## src/rtl/uart_pkg.sv

```systemverilog
// uart_pkg -- shared types and constants for the UART slice.
//   baud_state       : baud generator FSM state (idle / counting)
//   UART_DEFAULT_DIV : integer divisor active out of reset
package uart_pkg;

  typedef enum logic {
    BAUD_IDLE  = 1'b0,
    BAUD_COUNT = 1'b1
  } baud_state;

  localparam int UART_DEFAULT_DIV = 163;

endpackage

```

## src/rtl/uart_baud_gen.sv

```systemverilog
// uart_baud_gen -- fractional baud-rate tick generator.
//
// Produces a one-cycle oversample pulse (tick) every div_act + frac_act/2^FRAC_W
// cycles on average, and bit_tick on every OVERSAMPLE-th tick. The fractional
// part is realised by stretching a period by one cycle whenever the phase
// accumulator overflows at the previous tick.
//
// Ports
//   clk          : clock, rising edge
//   rst_n        : synchronous active-low reset
//   enable       : generator runs while high
//   load         : one-cycle strobe capturing div_int_in / div_frac_in
//   div_int_in   : requested integer divisor (0 and 1 behave as 2)
//   div_frac_in  : requested fractional divisor, units of 1/2^FRAC_W cycle
//   resync       : restart the phase (RX start-bit alignment)
//   tick         : one-cycle oversample pulse
//   bit_tick     : one-cycle pulse on every OVERSAMPLE-th tick
//   dbg_state_o  : current FSM state, for observation only
//
// Handshake: load and resync are plain single-cycle strobes with no ready;
// a new divisor is parked in shadow registers and becomes active at the next
// tick (or at once while idle), so a running period is never cut short.
module uart_baud_gen
  import uart_pkg::*;
#(
  parameter int DIV_W       = 16,
  parameter int FRAC_W      = 4,
  parameter int OVERSAMPLE  = 16,
  parameter int DEFAULT_DIV = UART_DEFAULT_DIV
) (
  input  logic              clk,
  input  logic              rst_n,
  input  logic              enable,
  input  logic              load,
  input  logic [DIV_W-1:0]  div_int_in,
  input  logic [FRAC_W-1:0] div_frac_in,
  input  logic              resync,
  output logic              tick,
  output logic              bit_tick,
  output baud_state         dbg_state_o
);

  localparam int OS_W = (OVERSAMPLE > 2) ? $clog2(OVERSAMPLE) : 1;
  localparam logic [OS_W-1:0]  OS_LAST = OS_W'(OVERSAMPLE - 1);
  localparam logic [DIV_W-1:0] DIV_MIN = DIV_W'(2);
  localparam logic [DIV_W-1:0] RST_DIV =
    (DEFAULT_DIV < 2) ? DIV_MIN : DIV_W'(DEFAULT_DIV);
  localparam logic [DIV_W:0]   ONE_P   = (DIV_W+1)'(1);

  function automatic logic [DIV_W-1:0] clamp_div(input logic [DIV_W-1:0] d);
    return (d < DIV_MIN) ? DIV_MIN : d;
  endfunction

  baud_state         state_q, state_d;
  logic [DIV_W-1:0]  cnt_q, cnt_d;
  logic [OS_W-1:0]   os_q, os_d;
  logic [FRAC_W-1:0] acc_q, acc_d;
  logic              carry_q, carry_d;
  logic [DIV_W-1:0]  div_act_q, div_act_d;
  logic [FRAC_W-1:0] frac_act_q, frac_act_d;
  logic [DIV_W-1:0]  shd_div_q, shd_div_d;
  logic [FRAC_W-1:0] shd_frac_q, shd_frac_d;

  // period is DIV_W+1 bits wide so div = 2^DIV_W-1 plus carry cannot overflow.
  logic [DIV_W:0]    period;
  logic              terminal;
  logic              fire;
  logic [FRAC_W:0]   acc_sum;
  logic [DIV_W-1:0]  div_eff;
  logic [FRAC_W-1:0] frac_eff;

  always_comb begin
    period   = {1'b0, div_act_q} + {{DIV_W{1'b0}}, carry_q};
    terminal = (state_q == BAUD_COUNT) && ({1'b0, cnt_q} == (period - ONE_P));
    // resync and a falling enable both swallow the terminal-count pulse.
    fire     = terminal && enable && !resync;
    acc_sum  = {1'b0, acc_q} + {1'b0, frac_act_q};
    // A load coinciding with a tick goes straight through to the active set.
    div_eff  = load ? clamp_div(div_int_in) : shd_div_q;
    frac_eff = load ? div_frac_in : shd_frac_q;
  end

  assign tick        = rst_n && fire;
  assign bit_tick    = rst_n && fire && (os_q == OS_LAST);
  assign dbg_state_o = state_q;

  always_comb begin
    state_d    = state_q;
    cnt_d      = cnt_q;
    os_d       = os_q;
    acc_d      = acc_q;
    carry_d    = carry_q;
    div_act_d  = div_act_q;
    frac_act_d = frac_act_q;
    shd_div_d  = div_eff;
    shd_frac_d = frac_eff;

    case (state_q)
      BAUD_IDLE: begin
        cnt_d      = '0;
        os_d       = '0;
        acc_d      = '0;
        carry_d    = 1'b0;
        div_act_d  = div_eff;
        frac_act_d = frac_eff;
        if (enable) state_d = BAUD_COUNT;
      end
      BAUD_COUNT: begin
        if (!enable || resync) begin
          // Leaving or restarting: the next period starts from a clean phase.
          cnt_d   = '0;
          os_d    = '0;
          acc_d   = '0;
          carry_d = 1'b0;
          if (!enable) state_d = BAUD_IDLE;
        end else if (fire) begin
          cnt_d      = '0;
          os_d       = (os_q == OS_LAST) ? '0 : os_q + OS_W'(1);
          acc_d      = acc_sum[FRAC_W-1:0];
          carry_d    = acc_sum[FRAC_W];
          div_act_d  = div_eff;
          frac_act_d = frac_eff;
        end else begin
          cnt_d = cnt_q + DIV_W'(1);
        end
      end
      default: state_d = BAUD_IDLE;
    endcase
  end

  always_ff @(posedge clk) begin
    if (!rst_n) begin
      state_q    <= BAUD_IDLE;
      cnt_q      <= '0;
      os_q       <= '0;
      acc_q      <= '0;
      carry_q    <= 1'b0;
      div_act_q  <= RST_DIV;
      frac_act_q <= '0;
      shd_div_q  <= RST_DIV;
      shd_frac_q <= '0;
    end else begin
      state_q    <= state_d;
      cnt_q      <= cnt_d;
      os_q       <= os_d;
      acc_q      <= acc_d;
      carry_q    <= carry_d;
      div_act_q  <= div_act_d;
      frac_act_q <= frac_act_d;
      shd_div_q  <= shd_div_d;
      shd_frac_q <= shd_frac_d;
    end
  end

endmodule

```

## config.mk

```make
export PLATFORM = sky130hd
export DESIGN_NAME = uart_baud_gen
export DESIGN_NICKNAME = d
export VERILOG_FILES = /design/src/rtl/uart_pkg.sv /design/src/rtl/uart_baud_gen.sv
export SDC_FILE = /design/constraint.sdc
export NUM_CORES = 1
export LEC_CHECK = 0
export ABC_AREA = 0
export BUFFER_PORTS_ARGS = -buffer_cell sky130_fd_sc_hd__buf_2
export CAP_MARGIN = 15
export CORE_MARGIN = 1
export CORE_UTILIZATION = 59
export DETAILED_ROUTE_END_ITERATION = 10
export GPL_TIMING_DRIVEN = 1
export MAX_ROUTING_LAYER = met4
export PLACE_DENSITY = 0.81
export SLEW_MARGIN = 20
export SYNTH_ARGS = -nofsm -noshare
export SYNTH_HDL_FRONTEND = slang
export SYNTH_SLANG_ARGS = --single-unit
```

## constraint.sdc

```tcl
create_clock -name clk -period 4 [get_ports clk]
set_clock_uncertainty 0.2 [all_clocks]
set_input_delay 0.8 -clock clk [delete_from_list [all_inputs] [get_ports clk]]
set_output_delay 0.8 -clock clk [all_outputs]
set_load 0.01 [all_outputs]
```

==> Word level (Yosys, flattened, before mapping) <==
Cells that the tools add are included.
W data, S select, Z words.
{ "totals": {"register_bits": 66, "input_bits": 25, "out_inout_bits": 3, "wordCells": 55} }
{ "op_classes": {"addsub": 5, "n_lt_le_gt_ge": 1, "eq_ne": 5, "muxes": 25, "bitwise_logic": 1, "n_reduce_logical": 9} }
{ "ops": {"columns": ["cell", "count"], "rows": [
  ["$mux W16", 6],
  ["$pmux W16 S2", 2],
  ["$mux W4", 8],
  ["$pmux W4 S2", 3],
  ["$add A16 B1 Y17", 1],
  ["$eq A16 B17 Y1", 1],
  ["$sub A17 B1 Y17 const B", 1],
  ["$add A16 B1 Y16 const B", 1],
  ["$lt A16 B2 Y1 const B", 1],
  ["$add A4 B4 Y5", 1],
  ["$logic_and A1 B1 Y1", 5],
  ["$add A4 B1 Y4 const B", 1],
  ["$eq A4 B4 Y1 const B", 1],
  ["$mux W1", 4],
  ["$pmux W1 S2", 2],
  ["$ne A3 B1 Y1 const B", 1],
  ["$logic_not A1 Y1", 2],
  ["$ne A2 B1 Y1 const B", 1],
  ["$ne A2 B2 Y1 const B", 1],
  ["$reduce_and A2 Y1", 1],
  ["$logic_or A1 B1 Y1", 1],
  ["$not A1 Y1", 1]
]} }

==> Depth between registers and ports, before layout <==
{ "depth": {"depth_word": 9, "ltp_mapped": 12, "mapped_depth_nobuf": 10} }

==> Worst setup path after synthesis <==
OpenSTA, ideal clock, no wires.
{ "synth_path": {"path_type": "register to output", "startpoint": "reg carry_q", "endpoint": "out bit_tick", "arrival_time_ns": 2.456, "required_ns": 3.000, "path_slack_ns": 0.544, "stages_incl_launch_ff": 10, "path_buffers": 1, "cell_sequence": "dfxtp_1 > inv_1 > ha_1 > or4b_1 > buf_2 > or4_1 > a32o_1 > o21ai_2 > nor4b_1 > and3_1"} }
{ "synth_between": {"elab_chain_cells": 8} }
{ "synth_rtl": {"columns": ["item", "line_no", "rtl"], "rows": [
  ["start, declared", "uart_baud_gen.sv:58", "logic carry_q, carry_d;"],
  ["start signal, assigned", "uart_baud_gen.sv:147", "carry_q <= carry_d;"],
  ["$add A16 B1 Y17", "uart_baud_gen.sv:73", "period = {1'b0, div_act_q} + {{DIV_W{1'b0}}, carry_q};"],
  ["$sub A17 B1 Y17", "uart_baud_gen.sv:74", "terminal = (state_q == BAUD_COUNT) && ({1'b0, cnt_q} == (period - ONE_P));"],
  ["$eq A16 B17 Y1", "uart_baud_gen.sv:74", null],
  ["$logic_and A1 B1 Y1", "uart_baud_gen.sv:74", null],
  ["$logic_and A1 B1 Y1 (2 in a row)", "uart_baud_gen.sv:76", "fire = terminal && enable && !resync;"],
  ["$logic_and A1 B1 Y1 (2 in a row)", "uart_baud_gen.sv:84", "assign bit_tick = rst_n && fire && (os_q == OS_LAST);"],
  ["end, declared", "uart_baud_gen.sv:39", "output logic bit_tick,"]
]} }
Every way passes these cells.

==> Worst setup path after layout <==
Ends and elaborated chain as after synthesis.

==> results.txt <==
----------------------------------------------------
[CTS]
  CTS Root Buffer Type ... sky130_fd_sc_hd__clkbuf_8
  Clock net sink count ... 66
  TritonCTS buffer count ... 9
  Insertion delay of the later-clocked pin in the worst-skew pair ... 0.34 ns
  Register clock-pin slew on the reported worst setup and hold paths ... 0.07 ns
  Number of buffers on the longest clock path ... 2
  Clock tree from TritonCTS ... yes
  Number of hold buffers added after cts ... 0
  Total number of H-tree levels ... 3

[Logic synthesis]
  Dominant combinational cell family by area after synthesis ... simple AND/OR/NAND/NOR gates
  Post-Synth XOR/XNOR Area ... 7.57%
  Flip-flop and latch count after synthesis ... 66
  Simple-gate share of the synthesized area ... 21.9%
  Compound-gate portion of the synthesized area ... 10.6%
  Share of the yosys chip area belonging to registers ... 39.4%
  Cell with the most instances after synthesis ... sky130_fd_sc_hd__dfxtp_1
  Mean Syn Cell Area ... 9.26 µm²
  Cell count after synthesis ... 362
  Share of the synthesized area in the top cell type ... 39.4%
  Post-synthesis adder-cell area fraction ... 3.58%
  Share of synthesized area spent on multiplexers ... 13.3%
  Area contributors post-synth ... sky130_fd_sc_hd__dfxtp_1 (39%), sky130_fd_sc_hd__mux2_2 (6.7%), sky130_fd_sc_hd__mux2i_1 (6.6%)
  Most used standard cells in the synthesized netlist ... sky130_fd_sc_hd__dfxtp_1 (66), sky130_fd_sc_hd__nor2_1 (46), sky130_fd_sc_hd__mux2i_1 (22)
  Post-synth design cell area ... 3350 µm²
  Cell type with the highest aggregate area in the netlist ... sky130_fd_sc_hd__dfxtp_1
  Proportion of synthesized flip-flops having asynchronous set or reset ... 0%
  Number of synthesized flops with an enable pin ... 0
  Yosys warnings ... 0
  Net count of the mapped netlist ... 396
  Post-synth cell types ... 49
  Predominant post-synthesis flop cell ... sky130_fd_sc_hd__dfxtp_1

[Worst setup path]
  Maximum fanout count along the critical path ... 4
  Worst Setup Start Kind ... flop
  Slowest Stage Delay on Critical Path ... 0.48 ns
  CP cell instances ... inv_1 > ha_1 > or4b_1 > or4_1 > a32o_1 > o21ai_2 > nor4b_4 > and3_1 > buf_2
  CP endpoint kind ... primary output
  Slowest cell on the critical path ... sky130_fd_sc_hd__or4b_1
  Critical path start-end classification ... reg -> out
  Worst path arrival time ... 2.87 ns
  Required time at the worst-slack endpoint ... 3.00 ns

[Route]
  Via density per instance ... 5.61
  Number of design-rule violations left by the first detailed-router iteration ... 111
  Post-detailed-route wirelength per cell ... 15.3 µm
  Final ANT Viol Nets ... 0
  Vias post-DR ... 2644
  Total length of routed wires ... 7230 µm
  Count of TritonRoute iterations in the first routing pass ... 4
  DRC viols ... 0

[Cells and area]
  Final core utilization ... 69.5%
  # diodes ... 0
  Fill count ... 414
  Area growth from synthesis to final layout ... 14.2%
  Fraction of layout instances using a drive strength above 1 ... 21.6%
  Net count, final ... 429

[Timing]
  Final count of hold timing violations ... 0
  Number of pins with negative max-slew slack in the final report ... 0
  Worst Hold Margin ... 0.281 ns
  Final clock period utilization by the worst path ... 96.7%
  Worst-margin pin slew ... 0.578 ns
  Achievable Freq ... 258 MHz
  Slew HR ... 61.5%
  Tmin final ... 3.87 ns
  Final setup viols ... 0

[Floorplan]
  Die Span X ... 77.4 µm
  Top-level I/O count ... 28
  Placeable Area ... 5510 µm²
  Number of rows created at floorplan ... 27
  Starting density of the core ... 60.9%
  Die Y ... 77.4 µm
  Total Die Area ... 5990 µm²

[GRT]
  Met2 Usage GRT ... 46.2%
  Pin count of the biggest net entering global routing ... 30
  Peak-usage layer in the global routing report ... met2
  GRT met1 Usage ... 31.5%
  First-pass GRT wire length ... 12400 µm
  Initial antenna violation count ... 0
  All-layer global routing usage ... 27.3%
  Total grt overflow ... 0
  Global Route met3 Usage ... 5.06%
  Vias in the first global route ... 2715

[Placement]
  Port buffer count ... 27
  Final estimated routing congestion in global placement ... 0.888
  Post-DP HPWL ... 5310 µm

[Power and ir drop]
  Worst VDD drop ... 0.347 mV
  Fraction of power spent switching nets ... 24.5%
  Power density over the cells ... 370 nW/µm²
  Portion of total power attributed to the clock network ... 40.2%
  P_sw ... 348 µW
  Logic pwr share ... 10.0%
  Leakage power figure ... 1.57 nW
  Part of the power in registers ... 49.7%
  Internal power consumption ... 1.07 mW

[Run]
  Number of violations of the max-capacitance limit ... 0

[Min path]
  Type of the worst min-delay path ... reg -> reg

[Outcome]
  Status ... completed

----------------------------------------------------
==> path summary, 6_finish.rpt <==
kind	from	depth (start not counted)	slack [ns]	end
worst min-delay path	shd_div_q[1]$_SDFF_PN1_	2	0.28	shd_div_q[1]$_SDFF_PN1_
worst min register to register	shd_div_q[1]$_SDFF_PN1_	2	0.28	shd_div_q[1]$_SDFF_PN1_
worst max register to register	carry_q$_SDFFE_PN0P_	11	0.52	div_act_q[3]$_SDFFE_PN0P_
worst max-delay path	carry_q$_SDFFE_PN0P_	9	0.13	bit_tick
==> metal layers <==
layer / part of all wire (%) / routed length [µm] / up-vias
met5: 0 / 0 / -
met4: 2.1 / 153 / 0
met3: 3.4 / 246 / 17
met2: 49 / 3540 / 48
met1: 45 / 3280 / 1237
li1: - / - / 1342
==> critical path, delay by kind of cell (launching register included) <==
family                   cells  cell delay, ns
AND/OR/NAND/NOR              4            1.39
AO/OA/AOI/OAI                2            0.46
flip-flops                   1            0.32
adder cells (fa/ha/maj)      1            0.19
buffers and inverters        2            0.18
==> power by group through the flow <==
stage          combinational, mW  sequential (mW)  clock [mW]
6_report                   0.142            0.704       0.570
5_1_grt                    0.157            0.707       0.611
4_1_cts                    0.135            0.703       0.576
3_5_place_dp               0.134            0.718           0
3_3_place_gp               0.130            0.716           0
2_1_floorplan             0.0956            0.711           0
==> what timing repair did <==
item / CTS / global route
cloned: 0 / 0
endpoints found under the setup margin: 2 / 2
pin swaps: 0 / 1
setup buffers: 0 / 2
gates resized for setup: 3 / 5
==> layout by cell type, fill, tap and decap left out, types with 11 or more instances in the layout <==
master	Yosys	routed
sky130_fd_sc_hd__a21oi_1	12	12
sky130_fd_sc_hd__and2_1	20	20
sky130_fd_sc_hd__buf_2	1	27
sky130_fd_sc_hd__buf_4	1	11
sky130_fd_sc_hd__clkbuf_8	0	11
sky130_fd_sc_hd__dfxtp_1	66	66
sky130_fd_sc_hd__inv_1	11	11
sky130_fd_sc_hd__mux2_2	20	20
sky130_fd_sc_hd__mux2i_1	22	22
sky130_fd_sc_hd__nand2_1	14	14
sky130_fd_sc_hd__nand3_1	16	16
sky130_fd_sc_hd__nor2_1	46	46
sky130_fd_sc_hd__xnor2_1	15	15
sky130_fd_sc_hd__xor2_1	14	14
==> sequential cells by signal, summed over array words and instances (netlist names) <==
| name | count |
|---|---|
| acc_q | 4 |
| carry_q | 1 |
| cnt_q | 16 |
| dbg_state_o | 1 |
| div_act_q | 16 |
| frac_act_q | 4 |
| os_q | 4 |
| shd_div_q | 16 |
| shd_frac_q | 4 |
==> cells by family (layout without fill, tap and decap cells) <==
family	after synthesis	in the layout
compound gates	49	49
xor+xnor	29	29
fa+ha+maj	9	9
buf+inv	27	64
flops	66	66
mux	42	42
simple gates	140	140
==> metrics by stage <==
step / std cells / power, mW / area, µm² / setup TNS [ns] / setup WS, ns
after floorplan: 362 / 0.807 / 3350 / 0 / 0.544
after global placement: 454 / 0.846 / 3570 / 0 / 0.303
after detailed placement: 454 / 0.852 / 3570 / 0 / 0.234
after CTS: 469 / 1.41 / 3780 / 0 / 0.0710
after global routing: 471 / 1.47 / 3830 / -0.00610 / -0.00610
final: 471 / 1.42 / 3830 / 0 / 0.130
==> area by class of cell <==
| class | count | area, µm² | area share (%) |
|---|---|---|---|
| flip-flops and latches | 66 | 1320 | 34.5 |
| clock buffers | 11 | 151 | 3.95 |
| well taps | 72 | 90.1 | 2.35 |
| inverters | 11 | 41.3 | 1.08 |
| multi-input cells | 269 | 1960 | 51.1 |
| repair buffers | 38 | 218 | 5.69 |
| clock inverters | 4 | 51.3 | 1.34 |
(Power assumes the default switching activity.)
